`src/rtl/demux_1x2_x64_buf.sv`:
```
// Registered 1-to-2 stream demultiplexer with a private FIFO per output.
// Each accepted word goes to the FIFO chosen by in_sel, so a stalled consumer
// only blocks traffic aimed at its own channel.
// Optional macro DEMUX_STATS_EN adds per-channel delivered-word counters on
// xfer_cnt; without it xfer_cnt is tied to zero.
module demux_1x2_x64_buf #(
  parameter int unsigned WIDTH = 64,
  parameter int unsigned DEPTH = 2,
  parameter int unsigned CNT_W = 16
) (
  input  logic                       clk,
  input  logic                       reset_n,
  input  logic                       in_valid,
  output logic                       in_ready,
  input  logic                       in_sel,
  input  logic [WIDTH-1:0]           in_data,
  output logic [1:0]                 out_valid,
  input  logic [1:0]                 out_ready,
  output logic [1:0][WIDTH-1:0]      out_data,
  output logic [1:0][CNT_W-1:0]      xfer_cnt
);

  localparam int unsigned AW = $clog2(DEPTH);
  localparam int unsigned PW = AW + 1;

  logic [1:0] full;
  logic [1:0] empty;
  logic [1:0] push;
  logic [1:0] pop;

  // Ready depends only on registered fullness of the selected channel, never on out_ready.
  assign in_ready  = ~full[in_sel];
  assign out_valid = ~empty;

  for (genvar k = 0; k < 2; k++) begin : g_ch
    logic [PW-1:0]                 wptr;
    logic [PW-1:0]                 rptr;
    logic [DEPTH-1:0][WIDTH-1:0]   mem;
    logic [AW-1:0]                 last_idx;

    assign full[k]  = (wptr ^ rptr) == {1'b1, {AW{1'b0}}};
    assign empty[k] = (wptr == rptr);
    assign push[k]  = in_valid & in_ready & (in_sel == 1'(k));
    assign pop[k]   = ~empty[k] & out_ready[k];

    // Slot behind the read pointer holds the most recently popped word, so an
    // empty channel keeps presenting its last head rather than an older entry.
    assign last_idx    = rptr[AW-1:0] - AW'(1);
    assign out_data[k] = empty[k] ? mem[last_idx] : mem[rptr[AW-1:0]];

    // FIFO storage and pointers; reset discards every buffered word.
    always_ff @(posedge clk or negedge reset_n) begin
      if (!reset_n) begin
        wptr <= '0;
        rptr <= '0;
        mem  <= '0;
      end else begin
        if (push[k]) begin
          mem[wptr[AW-1:0]] <= in_data;
          wptr              <= wptr + 1'b1;
        end
        if (pop[k]) begin
          rptr <= rptr + 1'b1;
        end
      end
    end

`ifdef DEMUX_STATS_EN
    logic [CNT_W-1:0] cnt;

    // Count words delivered to this channel's consumer, wrapping naturally.
    always_ff @(posedge clk or negedge reset_n) begin
      if (!reset_n) begin
        cnt <= '0;
      end else if (pop[k]) begin
        cnt <= cnt + 1'b1;
      end
    end

    assign xfer_cnt[k] = cnt;
`else
    assign xfer_cnt[k] = '0;
`endif
  end

endmodule

```
`config.mk`:
```
export PLATFORM = sky130hd
export DESIGN_NAME = demux_1x2_x64_buf
export DESIGN_NICKNAME = d
export VERILOG_FILES = /design/src/rtl/demux_1x2_x64_buf.sv
export SDC_FILE = /design/constraint.sdc
export NUM_CORES = 1
export LEC_CHECK = 0
export CAP_MARGIN = 30
export CORE_MARGIN = 1.5
export CORE_UTILIZATION = 40
export CTS_CLUSTER_DIAMETER = 30
export DETAILED_ROUTE_END_ITERATION = 10
export PLACE_DENSITY = 0.76
export SLEW_MARGIN = 10
export SYNTH_ARGS = -nofsm -noshare
export SYNTH_HDL_FRONTEND = slang
export SYNTH_SLANG_ARGS = --single-unit
```
`constraint.sdc`:
```
create_clock -name clk -period 4.15 [get_ports clk]
set_input_delay 0.83 -clock clk [delete_from_list [all_inputs] [get_ports clk]]
set_output_delay 0.83 -clock clk [all_outputs]
set_load 0.02 [all_outputs]
```
# --- Word level (Yosys, flattened, before mapping) ---
# Index checks and enable logic that the tools add are counted.
op_classes:
  n_addsub: 6
  magnitude_cmp: 9
  eq_ne: 4
  mux: 18
  n_bitwise: 12
  reduce_logical: 2
ops:
  columns: ["cell", "n"]
  rows:
  - ["$mux 64", 12]
  - ["$bwmux 128", 2]
  - ["$demux 64 s1", 2]
  - ["$lt 1x2->1 const B", 7]
  - ["$add 2x1->2 const B", 4]
  - ["$and 1x1->1", 5]
  - ["$eq 2x2->1", 2]
  - ["$eq 2x2->1 const B", 2]
  - ["$not 1->1", 4]
  - ["$xor 2x2->2", 2]
  - ["$ge 1x1->1 const B", 2]
  - ["$logic_and 1x1->1", 2]
  - ["$mux 1", 2]
  - ["$not 2->2", 1]
  - ["$sub 1x1->1 const B", 2]
word_totals:
  ff_bits: 264
  input_bits: 70
  out_inout_bits: 163
  word_cells: 59

# --- Depth between registers and ports, before layout ---
# Gate-level depths: netlist of the first run.
logic_depth:
  word_depth: 7
  ltp_mapped: 5
  ltp_nobuf: 3

# --- Worst setup path before layout of the first run ---
# Ideal clock, no wire load.
synth_timing:
  kind: "reg2out"
  from: "register g_ch[1].wptr[1]"
  to: "output port out_data[100] (netlist name)"
  arrival_time_ps: 1940
  t_required_ps: 3320
  slack_ps: 1380
  path_stages_with_launch: 5
  path_buffers: 1
  path_cell_list: "dfrtp_1 xor2_1 mux2i_2 clkbuf_8 mux2_2"
synth_lines:
  columns: ["element", "line_no", "rtl"]
  rows:
  - ["from (decl)", "36", "logic [PW-1:0] wptr;"]
  - ["from (signal assigned)", "60", "wptr <= wptr + 1'b1;"]
  - ["to (decl)", "19", "output logic [1:0][WIDTH-1:0] out_data,"]

==> results of run 1 <==
==> registers in the layout (all words and copies together) (netlist names) <==
name	cells
g_ch.mem	256
g_ch.rptr	4
g_ch.wptr	4
==> final cells by class <==
cell class / count / area (sq um)
sequential: 264 / 6606
tap: 384 / 480.5
clock inverter: 32 / 369.1
fill: 2316 / 12730
multi-input combinational: 462 / 4827
clock buffer: 76 / 1653
timing repair buffer: 217 / 2188
inverter: 2 / 7.507
==> worst max path at each step <==
stage          slack [ps]       startpoint  cells past startpoint             to
4_1_cts                50  g_ch[1].wptr[1]                      5   out_data[95]
6_report              240  g_ch[1].wptr[1]                      5   out_data[95]
3_3_place_gp          710  g_ch[0].rptr[1]                      5   out_data[26]
5_1_grt               110  g_ch[1].wptr[1]                      5   out_data[95]
2_1_floorplan        1380  g_ch[1].wptr[1]                      4  out_data[100]
3_5_place_dp          640  g_ch[1].wptr[1]                      5   out_data[95]
==> synthesized netlist by cell type (all sizes together) <==
cell type	count	area [sq um]
mux2	386	4347
dfrtp	264	6606
buf	65	456.7
clkbuf	7	86.33
o21ai	6	30.03
a21oi	5	28.78
nand2	5	18.77
mux2i	3	46.29
nand3	3	15.01
nor2	3	11.26
o211ai	3	27.52
xnor2	3	33.79
xor2	3	26.28
a31oi	2	12.51
inv	2	7.510
a211oi	1	7.510
a21boi	1	7.510
conb	1	3.750
nand2b	1	6.260
nand3b	1	7.510
nor2b	1	6.260
nor3	1	5.000
o2111a	1	11.26
or2	1	6.260
==> where the power goes <==
group | internal, mW | switching, mW | leakage [nW]
clock network | 3.21 | 1.40 | 0.976
logic | 4.83 | 4.06 | 2.65
registers | 3.90 | 0.715 | 3.14
==> layer usage <==
metal	wire [um]	up-vias	global-route usage, %
met4	511	0	5.199
met1	11420	3658	22.16
met5	0	-	0
li1	-	3179	-
met3	1706	47	5.461
met2	13160	188	30.39
==> cell families after synthesis <==
group	Yosys count	share of synthesized area, %
AO/OA/AOI/OAI	19	1.059
XOR/XNOR	6	0.5084
buffers and inverters	74	4.659
flip-flops	264	55.91
multiplexers	389	37.18
other	1	0.03174
AND/OR/NAND/NOR	16	0.6460
==> metrics by stage <==
stage	util (%)	instances	setup slack, ps	cell area (sq um)	hold slack, ps
after floorplan	-	800	1380	11930	473.6
after global placement	48.86	1329	708.1	14100	481.3
after detailed placement	48.86	1329	637.9	14100	486.9
after CTS	55.86	1437	50.52	16120	421.3
after global routing	55.90	1437	111.7	16130	453.6
final	55.90	1437	235.3	16130	390.4
==> what timing repair did <==
action / in CTS / in global routing
hold buffers: 0 / 0
resized for setup: 0 / 2
endpoints found under the setup margin: 0 / 46
setup buffers: 0 / 0
==> summary.txt, run 1 <==
Root Buffer - clkbuf_16
routed len/inst - 18.65 um
I/O pins - 233
Seq cells post-synth - 264
detailed-route DRC error count - 0
endpoints failing setup - 0
R2R setup slack - 1730 ps
most common library cell in the layout ignoring fill and taps - mux2_2
vias in the first global route - 7937
diode count - 0
Final Hold Fails - 0
final WL - 26.80 mm
Critical path buffers and inverters - 2
crit share post-route - 94.33%
Setup crit end kind - primary output
Die X-Extent - 174.9 um
grt ovf - 0
critical path, cell by cell - xor2_2 > mux2i_4 > buf_4 > mux2_2 > clkdlybuf4s50_1
I/O Buffers - 200
clock skew - 11.59 ps
Design Power - 18.11 mW
CP Class - reg2out
H-Tree Depth - 2
worst-path fanout max - 32
nets@finish - 1076
largest net degree at the start of global routing - 120
Seq/Total Area, Yosys - 55.91%
min cycle time layout - 3915 ps
DPL Wire Length - 16.69 mm
Detail Route Antenna Nets - 0
gr usage total - 17.97%
row count - 62
share of layout cells above drive strength 1 - 48.72%
Longest Clk Path Bufs - 3
Starting Density - 40.94%
first-pass GRT wire length - 43.73 mm
Worst-Margin Slew - 900.7 ps
most frequent cells in the layout - mux2_2, dfrtp_1, clkdlybuf4s50_1
worst reg2reg startpoint - g_ch[0].rptr[1]
Max Freq - 0.2555 GHz
Critical Path RT - 3320 ps
mapped cell area - 0.01182 sq mm
critical path arrival - 3080 ps
clock latency on the worst-skew pair - 540 ps
die area - 0.03058 sq mm
initial antenna violation count - 0
status - finished clean
number of distinct library cells after synthesis - 33
fin. max-slew vios - 0
Syn. warnings - 0
Peak VDD IR - 0.5984 mV
Hold Crit Class - in2async
crit-path max cell delay - 550 ps
vias - 7072
CTS tree - done
CTS buffer count - 59
RSZ-0062 raised after global routing - no
FF-to-FF path depth - 4
sum of negative setup slack - 0 ps
Leak - 6.763 nW
post-synthesis area per instance - 15.36 sq um
Pre-antenna DRT Iters - 4
Startpoint Class - flop
core area - 0.02886 sq mm
Crit-path slowest cell - clkdlybuf4s50_1
Die Ht - 174.9 um
Power per Cell Area - 1123 mW/mm^2
Avg Vias per Cell - 4.921
gp weighted congestion - 0.7541
Clock Sinks - 264
Reg clk slew, reported paths - 40 ps
Worst slew margin - 39.96%
synthesized netlist cell count - 769
Area growth syn-to-layout - 36.53%
reg-to-reg critical path endpoint - g_ch[0].mem[24]
CP delay by family, top - buffers and inverters
Starting DRT DRC Count - 175
max cap viols - 0
(Power assumes the default switching activity.)
==> run 2, diff against run 1 <==
--- a/config.mk
+++ b/config.mk
@@ -5,6 +5,7 @@
 export SDC_FILE = /design/constraint.sdc
 export NUM_CORES = 1
 export LEC_CHECK = 0
+export ABC_AREA = 1
 export CAP_MARGIN = 30
 export CORE_MARGIN = 1.5
 export CORE_UTILIZATION = 40
==> run 2 against run 1 <==
Net effect:
- sequential power shrank 5.4%
- clock power increased by 4%
- die area increased by 7.2%
- clock-buffer cell count decreased by 6
- cell area rose by 4.4%
- synthesized area increased by 7.3%
- highest routed layer unchanged
- combinational power up 1%
- critical path depth up 4
- utilization is 2.3 points lower
- sequential cell count did not move
- final cell count is 53% higher
==> summary.txt, run 2 <==
status - finished clean
Leak - 8.065 nW (+19%)
mapped cell area - 0.01268 sq mm (+7.3%)
Syn. warnings - 0 (unchanged)
CTS buffer count - 57 (-3.4%)
first-pass GRT wire length - 57.74 mm (+32%)
RSZ-0062 raised after global routing - no
Seq/Total Area, Yosys - 52.10% (-3.8 points)
final WL - 34.95 mm (+30%)
number of distinct library cells after synthesis - 21 (-36%)
row count - 65 (+4.8%)
Comb power frac - 49.7% (+0.6 points)
worst-path fanout max - 128 (+300%)
Hold Crit Class - in2async
FF-to-FF path depth - 11 (+7)
CP Class - reg2out
largest registers - g_ch.mem (256), g_ch.rptr (4), g_ch.wptr (4)
fin. max-slew vios - 0 (unchanged)
critical path arrival - 3040 ps (-40 ps)
most common library cell in the layout ignoring fill and taps - nand2_1
CP delay by family, top - buffers and inverters
Final Hold Fails - 0 (unchanged)
min cycle time layout - 3873 ps (-41.50 ps)
die area - 0.03278 sq mm (+7.2%)
count leader, synth - nand2_1
share of layout cells above drive strength 1 - 7.881% (-41 points)
critical path, cell by cell - inv_1 > nand2_1 > nand2_1 > inv_1 > nand2_4 > buf_12 > a21oi_1 > a31oi_1 > clkdlybuf4s50_1
Setup crit end kind - primary output
Die X-Extent - 181.0 um (+3.5%)
Peak VDD IR - 0.6417 mV (+7.2%)
Largest register FFs - 256 (unchanged)
Switching Share - 41.23% (+7.2 points)
gr usage total - 21.53% (+3.6 points)
largest net degree at the start of global routing - 129 (+7.5%)
cell type with the highest aggregate area in the netlist - dfrtp_1
Area growth syn-to-layout - 32.79%
max cap viols - 0 (unchanged)
crit share post-route - 93.33% (-1.0 points)
Resized Gates After CTS - 0 (unchanged)
placed cells - 2084 (+57%)
hold buffers post-CTS - 0 (unchanged)
commonest cells in the synthesized netlist - nand2_1, dfrtp_1, o21ai_0
gp weighted congestion - 0.7562 (+0.28%)
Die Ht - 181.0 um (+3.5%)
Longest Clk Path Bufs - 3 (unchanged)
ys flop type - dfrtp_1
core area - 0.03139 sq mm (+8.8%)
Startpoint Class - flop
Worst-Margin Slew - 987.3 ps (+86.60 ps)
area share of the largest cell type after synthesis - 52.10% (-3.8 points)
Post-synth EDFFs - 0 (unchanged)
largest register by flop count - g_ch.mem
Reg clk slew, reported paths - 50 ps (about the same)
final cell count without fillers - 2193 (+53%)
Finished Core Util - 53.63% (-2.3 points)
Pre-antenna DRT Iters - 5 (+1)
sum of negative setup slack - 0 ps (unchanged)
Final Cell Area - 0.01684 sq mm (+4.4%)
Starting Density - 40.39% (-0.55 points)
Detail Route Antenna Nets - 0 (unchanged)
detailed-route DRC error count - 0 (unchanged)
crit-path max cell delay - 670 ps (+120 ps)
H-Tree Depth - 2 (unchanged)
area of placed instances - 0.01476 sq mm (+4.7%)
Root Buffer - clkbuf_16
post-synthesis area per instance - 7.970 sq um (-48%)
most frequent cells in the layout - nand2_1, dfrtp_1, clkdlybuf4s50_1
Stages on worst setup path - 9 (+4)
clock latency on the worst-skew pair - 550 ps (about the same)
Clk pwr share - 26.3% (+0.9 points)
nets@finish - 1811 (+68%)
Critical path buffers and inverters - 4 (+2)
I/O pins - 233 (unchanged)
CTS tree - done
synthesized netlist cell count - 1591 (+110%)
I/O Buffers - 200 (unchanged)
Design Power - 18.17 mW (+0.31%)
endpoints failing setup - 0 (unchanged)
grt ovf - 0 (unchanged)
postcts setup bufs - 0 (unchanged)
vias - 11.41k (+61%)
Switch Pwr - 7.491 mW (+21%)
sequential share of power - 24.0% (-1.5 points)
Synth area leaders - dfrtp_1, nand2_1, nand4_1
Crit-path slowest cell - clkdlybuf4s50_1
Critical Path RT - 3320 ps (about the same)
Clock Sinks - 264 (unchanged)
Seq cells post-synth - 264 (unchanged)
Starting DRT DRC Count - 908 (+420%)
min setup slack post-route - 276.8 ps (+41.50 ps)
Cell Int Power - 10.68 mW (-11%)
routed len/inst - 15.94 um (-15%)
Power per Cell Area - 1079 mW/mm^2 (-3.9%)
worst slack, placed - 658.6 ps (+20.70 ps)
ys async rst share - 100.0% (unchanged)
DPL Wire Length - 20.94 mm (+25%)
Avg Vias per Cell - 5.201 (+5.7%)
initial antenna violation count - 2 (+2)
Worst slew margin - 34.18% (-5.8 points)
hold slack - 261.1 ps (-129.4 ps)
clock skew - 14.32 ps (+2.728 ps)
Max Freq - 0.2582 GHz (+1.1%)
vias in the first global route - 11.51k (+45%)
run 2: cell types whose count changed after synthesis, moves of 49 or more:
cell | previous run | this run
nand2_1 | 5 | 546
mux2_2 | 386 | 0
inv_1 | 2 | 139
o21ai_0 | 6 | 141
nand4_1 | 0 | 131
a21oi_1 | 4 | 66
a31oi_1 | 2 | 64
o21ai_1 | 0 | 53
clkbuf_1 | 1 | 50
run 2: final timing paths:
path,startpoint,slack (ps),endpoint
max,g_ch[0].wptr[1],280,out_data[50]
min,reset_n,260,g_ch[1].mem[88]
max reg2reg,g_ch[1].wptr[0],1540,g_ch[1].mem[101]
min reg2reg,g_ch[0].mem[82],470,g_ch[0].mem[82]
max in group asynchronous,reset_n,2910,g_ch[1].mem[112]
min in group clk,g_ch[0].mem[82],470,g_ch[0].mem[82]
run 2: metal layers:
metal | wire [um] | vias to the layer above | part of all wire, % | global-route usage, %
met4 | 924 | 0 | 2.6 | 8.267
met2 | 17030 | 391 | 49 | 36.22
met1 | 15130 | 5462 | 43 | 27.89
li1 | - | 5480 | - | -
met3 | 1873 | 72 | 5.4 | 3.548
met5 | 0 | - | 0 | 0
run 2: area by class of cell:
type,count,area (sq um)
inverters,141,531.8
multi-input cells,1052,4845
diodes,2,5.005
flip-flops and latches,264,6609
fillers,2805,14560
clock buffers,70,1568
repair buffers,225,2270
clock inverters,37,506.7
well taps,402,503.0
run 2: worst reg2reg max path, cell delays in order (launching register included):
cell and delay (ps):
dfrtp_2 350, buf_4 370, inv_2 150, nand2_1 90, nand2_1 100, nand3_2 100
nand3_2 110, buf_4 280, nor2_4 130, buf_4 540, nand2_1 160, o21ai_1 130
run 2: cells by family (layout without fill, tap and decap cells):
kind of cell	count (synthesis)	after routing	synth area share [%]
AO/OA/AOI/OAI	324	324	13.42
XOR/XNOR	3	3	0.2073
buffers and inverters	306	473	10.89
flip-flops	264	264	52.10
other	1	34	0.02957
AND/OR/NAND/NOR	693	693	23.35
run 2: power groups by stage:
| stage | clock [mW] | sequential [mW] | combinational, mW |
|---|---|---|---|
| 3_3_place_gp | 0 | 4.33 | 8.88 |
| 6_report | 4.78 | 4.37 | 9.02 |
| 4_1_cts | 4.84 | 4.37 | 9.09 |
| 3_5_place_dp | 0 | 4.38 | 9.00 |
| 2_1_floorplan | 0 | 4.22 | 5.29 |
| 5_1_grt | 5.00 | 4.51 | 9.80 |
